$ cat config.mk
export PLATFORM = sky130hd
export DESIGN_NAME = instr_mem_loadable
export DESIGN_NICKNAME = d
export VERILOG_FILES = /design/src/rtl/instr_mem_loadable.sv
export SDC_FILE = /design/constraint.sdc
export NUM_CORES = 2
export LEC_CHECK = 0
export CAP_MARGIN = 5
export CORE_ASPECT_RATIO = 0.75
export CORE_MARGIN = 2
export CORE_UTILIZATION = 59
export DETAILED_ROUTE_END_ITERATION = 10
export PLACE_DENSITY = 0.74
export SETUP_SLACK_MARGIN = 0.05
export SYNTH_ARGS = -nofsm -noshare
export SYNTH_HDL_FRONTEND = slang
export SYNTH_SLANG_ARGS = --single-unit
$ cat constraint.sdc
create_clock -name clk -period 6.6 [get_ports clk]
set_clock_uncertainty 0.2 [all_clocks]
set_input_delay 0.66 -clock clk [delete_from_list [all_inputs] [get_ports clk]]
set_output_delay 0.66 -clock clk [all_outputs]
set_load 0.05 [all_outputs]
$ cat src/rtl/instr_mem_loadable.sv
// Loadable instruction memory with a one-deep registered fetch response.
// After reset an init sweep fills every word with NOP_WORD, one word per cycle.
// Once the sweep is done the memory accepts program-load writes and fetch requests.
// A load always takes precedence over a fetch that arrives in the same cycle.
module instr_mem_loadable #(
    parameter int unsigned DEPTH    = 64,
    parameter logic [31:0] NOP_WORD = 32'h0000_0013
) (
    input  logic        clk,
    input  logic        rst,
    input  logic        req_valid,
    output logic        req_ready,
    input  logic [31:0] req_addr,
    output logic        rsp_valid,
    input  logic        rsp_ready,
    output logic [31:0] rsp_inst,
    output logic [1:0]  rsp_fault,
    input  logic        flush,
    input  logic        load_valid,
    output logic        load_ready,
    input  logic [31:0] load_addr,
    input  logic [31:0] load_data,
    output logic        load_err,
    output logic        busy
);

    localparam int unsigned AW = $clog2(DEPTH);

    localparam logic [1:0] FAULT_OK    = 2'b00;
    localparam logic [1:0] FAULT_ALIGN = 2'b01;
    localparam logic [1:0] FAULT_RANGE = 2'b10;

    typedef enum logic {
        S_INIT,
        S_READY
    } state_t;

    state_t        state;
    state_t        state_next;
    logic [AW-1:0] init_idx;
    logic [AW-1:0] init_idx_next;

    logic [31:0]   mem [DEPTH];

    logic          req_fire;
    logic          load_fire;
    logic [1:0]    req_flt;
    logic [1:0]    load_flt;
    logic [AW-1:0] req_idx;
    logic [AW-1:0] load_idx;

    // A misaligned address is reported before an out-of-range one. The whole
    // word address is compared against DEPTH, so a high address can never
    // alias into the array.
    function automatic logic [1:0] fault_of(input logic [31:0] a);
        if (a[1:0] != 2'b00)
            return FAULT_ALIGN;
        else if (a[31:2] >= 30'(DEPTH))
            return FAULT_RANGE;
        else
            return FAULT_OK;
    endfunction

    assign req_flt   = fault_of(req_addr);
    assign load_flt  = fault_of(load_addr);
    assign req_idx   = req_addr[AW+1:2];
    assign load_idx  = load_addr[AW+1:2];
    assign req_fire  = req_valid & req_ready;
    assign load_fire = load_valid & load_ready;

    // State and sweep-index register; reset restarts the init sweep from word 0.
    always_ff @(posedge clk) begin
        if (rst) begin
            state    <= S_INIT;
            init_idx <= '0;
        end else begin
            state    <= state_next;
            init_idx <= init_idx_next;
        end
    end

    // Next-state logic plus the handshake outputs that depend on the state.
    always_comb begin
        state_next    = state;
        init_idx_next = init_idx;
        busy          = 1'b0;
        req_ready     = 1'b0;
        load_ready    = 1'b0;
        case (state)
            S_INIT: begin
                busy          = 1'b1;
                init_idx_next = init_idx + 1'b1;
                if (init_idx == AW'(DEPTH - 1))
                    state_next = S_READY;
            end
            S_READY: begin
                load_ready = 1'b1;
                req_ready  = ~load_valid & ~flush & (~rsp_valid | rsp_ready);
            end
            default: state_next = S_INIT;
        endcase
    end

    // The storage has a single write port. The init sweep uses it while busy,
    // and accepted non-faulting loads use it once the sweep is done.
    always_ff @(posedge clk) begin
        if (!rst) begin
            if (state == S_INIT)
                mem[init_idx] <= NOP_WORD;
            else if (load_fire && load_flt == FAULT_OK)
                mem[load_idx] <= load_data;
        end
    end

    // Response register and load-error pulse.
    // An accepted fetch overrides both the flush clear and the consume clear.
    // Flush and acceptance can never coincide, because flush forces req_ready low.
    always_ff @(posedge clk) begin
        if (rst) begin
            rsp_valid <= 1'b0;
            rsp_inst  <= NOP_WORD;
            rsp_fault <= FAULT_OK;
            load_err  <= 1'b0;
        end else begin
            load_err <= load_fire & (load_flt != FAULT_OK);
            if (req_fire) begin
                rsp_valid <= 1'b1;
                rsp_fault <= req_flt;
                rsp_inst  <= (req_flt == FAULT_OK) ? mem[req_idx] : NOP_WORD;
            end else if (flush || rsp_ready) begin
                rsp_valid <= 1'b0;
            end
        end
    end

endmodule

After elaboration in Yosys (flattened, before gate mapping)
Memory sizes are Yosys's and may differ from the RTL's.
Cells that the tools add are included.
- register bits: 43
- memory bits (writable): 2048
- input port bits: 102
- memories kept: 1
- memory list (name ; words ; bits a word ; read ports ; clocked after Yosys merged registers in ; write ports ; RTL line ; source):
    mem ; 64 ; 32 ; 1 ; 0 ; 1 ; 43 ; logic [31:0] mem [DEPTH];
- add/sub/neg operators: 1
- magnitude comparators: 2
- equal/unequal tests: 1
- mux-type cells: 21
- bitwise operators: 9
- reductions and logical operators: 9
- operator list (operator ; count):
    $mux W32 ; 2
    $ge A30 B7 Y1 const B ; 2
    $reduce_or A32 Y1 ; 1
    $mux W1 ; 14
    $mux W2 ; 4
    $reduce_bool A2 Y1 ; 4
    $add A6 B1 Y6 const B ; 1
    $eq A6 B6 Y1 const B ; 1
    $mux W6 ; 1
    $and A1 B1 Y1 ; 5
    $logic_not A2 Y1 ; 2
    $not A1 Y1 ; 3
    $logic_and A1 B1 Y1 ; 1
    $logic_or A1 B1 Y1 ; 1
    $or A1 B1 Y1 ; 1

Depth between registers and ports, before layout
- depth after elaboration: 11
- gate-level depth with buffers: 10
- mapped depth without buffers: 5

Worst setup path after synthesis
OpenSTA, ideal clock, no wires.
- path kind: input to register
- from: in load_addr[1]
- to: mem mem[50][0] (enable)
- library setup time: 461 ps
- arrival: 4368 ps
- setup slack: 1571 ps
- stages on the path: 6
- path through: nor4_2 -> nand4_2 -> or3_1 -> buf_2 -> mux2_4 -> nor3_1
- longest elaborated chain between the ends: 10
- elaborated cells between the ends (all ways): 11
- those cells by class: mux (7); reduce/logical (4)
- RTL lines (item ; RTL line ; source):
    from (decl) ; 21 ; input logic [31:0] load_addr,
    $reduce_bool A2 Y1 (*) ; 56 ; if (a[1:0] != 2'b00)
    $mux W2 (*) ; 56 ;
    $logic_not A2 Y1 (*) ; 110 ; else if (load_fire && load_flt == FAULT_OK)
    $logic_and A1 B1 Y1 (*) ; 110 ;
    $mux W1 (*) ; 110 ;
    $mux W1 (*) ; 108 ; if (state == S_INIT)
    $mux W1 (*) ; 107 ; if (!rst) begin
    $mux W1 (implied by the code) (*) ; 111 ; mem[load_idx] <= load_data;
    $reduce_or A32 Y1 (no source line) ; n/a ;
    $mux W6 (no source line) or $mux W1 (tied branches) ; n/a ;
    to (decl) ; 43 ;
Every way passes the cells marked *; elsewhere a longest branch is shown, timed or not.

Worst setup path in the final report
- from: in rst
- to: mem mem[23][11] (enable)
- longest elaborated chain between the ends: 4
- elaborated cells between the ends (all ways): 7
- those cells by class: mux (6); reduce/logical (1)
- RTL lines (item ; RTL line ; source):
    from (decl) ; 10 ; input logic rst,
    $mux W1 ; 107 ;
    $mux W1 (implied by the code) ; 111 ;
    $reduce_or A32 Y1 (no source line) ; n/a ;
    $mux W6 (no source line) or $mux W1 (tied branches) ; n/a ;
Several ways; a longest one is shown, not always the timed one.

==> flow_summary.toml <==
[run_status]
status = "completed"

[floorplan]
ios = 141
fp.dieH_um = 324
die_x_um = 431
dieArea_mm2 = 0.140
rows = 117
fp.coreArea_mm2 = 0.136
start_util_pct = 59.5

[setup_path]
slowest_stage = "nor3_2"
crit_family = "simple AND/OR/NAND/NOR gates"
path_buf_inv = 2
path_max_fanout = 17
end_kind = "flip-flop"
rr_endpoint = "mem[23][11]"
slowest_delay_ns = 1.13
reg2regPathDepth = 5
critPathArrivalTime_ns = 4.47
required_ns = 6.88
crit_path_end = "mem[23][11]"
r2r-start = "state"
path_cells = "clkdlybuf4s50_1 > nand3b_1 > nor4_2 > a21oi_1 > nor3_2 > buf_4"
crit_path_start = "rst"
crit_cells = 6
crit_type = "primary input to flip-flop"
cp-start-kind = "primary input"
r2r_slack_ns = 2.62

[power]
power_density_mw_per_mm2 = 286
leakage_nw = 30.4
ir_drop_mv = 0.261

[cts]
clk_path_buf_depth = 3
clkTransAtPathRegs_ns = 0.06
cts_resized = 0
holdBufCountCts = 0
htree_levels = 4
cts_setup_buffers = 0
clock_latency_ns = 0.81
tritoncts = "built"
cts_made_buffers = 180
cts_root_buf = "clkbuf_16"
clock-sinks = 2091

[global_routing]
overflow = 0
grt_pass1_vias = 40500
grt_max_degree = 88
antenna_found_initial = 14
grt_pass1_wl_um = 311000
grt_use_total_pct = 32.1

[timing]
fin_hold_ws_ns = 0.257
setup_tns_ns = 0
setup_violations = 0
post-route-period-util_pct = 63.6
tightestPinTransition_ns = 1.35
max_freq_ghz = 0.238
hold_violations = 0
slew_violations = 0
rsz0062_at_grt = "false"
relSlewSlack_pct = 9.89
post-route-min-period_ns = 4.19

[layout]
final_nets = 4105
utilization_pct = 66.9
design_area_mm2 = 0.0909
syn_to_final_growth_pct = 12.5
drive_above_1_share_pct = 25.7

[route]
ant_nets = 0
drcViolationCount = 0
drtIter0Drc = 7603
first_pass_iters = 5
drt_wl_total_um = 223000
wl_per_cell_um = 37.5
vias = 42100
vias_per_cell = 7.08

[logic_synthesis]
synthMuxAreaShare_pct = 15.5
synth_xor_area_share_pct = 0.0434
synth_area_mm2 = 0.0808
yosysTopAreaCell = "edfxtp_1"
ys_ff_latch = 2091
synth_edf_count = 2048
yosysTopAreaCellShare_pct = 76.1
ys_seq_area_share_pct = 77.2
syn_inst = 3734
syn_avg_cell_area_um2 = 21.6
ys_types = 76
synth_top_family_by_area = "multiplexers"
yosys.area_share.simple_pct = 3.09
synth.top_cells.by_area = "edfxtp_1 (76%), mux4_2 (14%), mux2i_1 (1.4%)"
synth.yosys.warnings = 0
synth_flop_cell = "edfxtp_1"
synth_commonest_cells = "edfxtp_1 (2,048), mux4_2 (489), mux2i_1 (114), nor2_1 (101), nand2_1 (88)"
synth-adder-area-share_pct = 0.0155
synthArstFlopShare_pct = 0
synth_compound_area_share_pct = 2.66
synth_most_common_cell = "edfxtp_1"
syn_nets = 3837

[job]
drv_cap = 0

[placement]
routabilityCongestion = 0.883
port_buffers = 140
post-dp-hpwl_um = 126000
placed_area_mm2 = 0.0850

[hold_path]
hold_class = "flip-flop to flip-flop"
==> routing by layer <==
metal	vias to the layer above	track usage, %	routed length, um
met5	-	0	13
met4	2	13.0	10100
met3	498	9.22	32400
met2	3333	45.7	98700
met1	22000	47.5	81400
li1	16300	-	-
==> kinds of logic (layout without fill, tap and decap cells) <==
kind of cell | after synthesis | count (layout)
flops | 2091 | 2091
mux | 635 | 635
other cells | 0 | 4
xor+xnor | 4 | 4
compound gates | 302 | 302
simple gates | 486 | 486
buf+inv | 215 | 633
fa+ha+maj | 1 | 1
==> worst min-delay path: cells and delay by family, from the launching register on <==
| kind | cells | cell delay (ns) |
|---|---|---|
| DFF | 1 | 0.31 |
| AOI/OAI and AO/OA | 1 | 0.05 |
| and+or+nand+nor | 1 | 0.05 |
==> cell type report <==
type | instances | area, um^2
multi-input cells | 1428 | 17700
flip-flops and latches | 2091 | 62400
fillers | 8407 | 44900
diodes | 4 | 10.0
repair buffers | 292 | 2770
clock inverters | 107 | 1000
clock buffers | 225 | 4850
well taps | 1785 | 2230
inverters | 9 | 33.8
==> cell usage in the layout (no fill, tap or decap), drive strengths merged, types with 52 or more instances in the layout <==
cell           instances
nor2                 101
clkdlybuf4s50        134
mux2i                118
nand2                 89
clkinv                78
buf                  158
mux4                 489
clkbuf               225
edfxtp              2048
nor3                  73
a22oi                 52
==> registers in the layout, summed over array words and instances, names as in the netlist <==
signal and flops:
rsp_fault 2, state 1, rsp_inst 32, load_err 1, init_idx 6, rsp_valid 1
mem 2048
==> how the worst min path moves through the flow <==
stage	from	end	slack, ns	cells after the start
finish	rsp_fault[1]	rsp_fault[1]	0.26	2
CTS	req_valid	rsp_fault[1]	0.26	3
floorplan	init_idx[0]	init_idx[0]	0.32	2
global route	rsp_fault[1]	rsp_fault[1]	0.29	2
global placement	rsp_fault[1]	rsp_fault[1]	0.24	2
detailed placement	rsp_fault[1]	rsp_fault[1]	0.25	2
==> power breakdown <==
group / switching (W) / internal [W]
clock network: 0.00469 / 0.00592
logic: 0.000627 / 0.000385
registers: 0.00000932 / 0.0144
total: 0.00533 / 0.0207
==> per-stage QoR <==
step / setup slack (ns) / instances / total power [W]
after detailed placement: 1.72 / 5602 / 0.0157
after global placement: 1.80 / 5602 / 0.0157
after global routing: 2.28 / 5937 / 0.0266
after floorplan: 1.57 / 3734 / 0.0153
after CTS: 2.55 / 5934 / 0.0260
final: 2.41 / 5941 / 0.0260
Note: power is estimated with default switching activity, not from simulation.
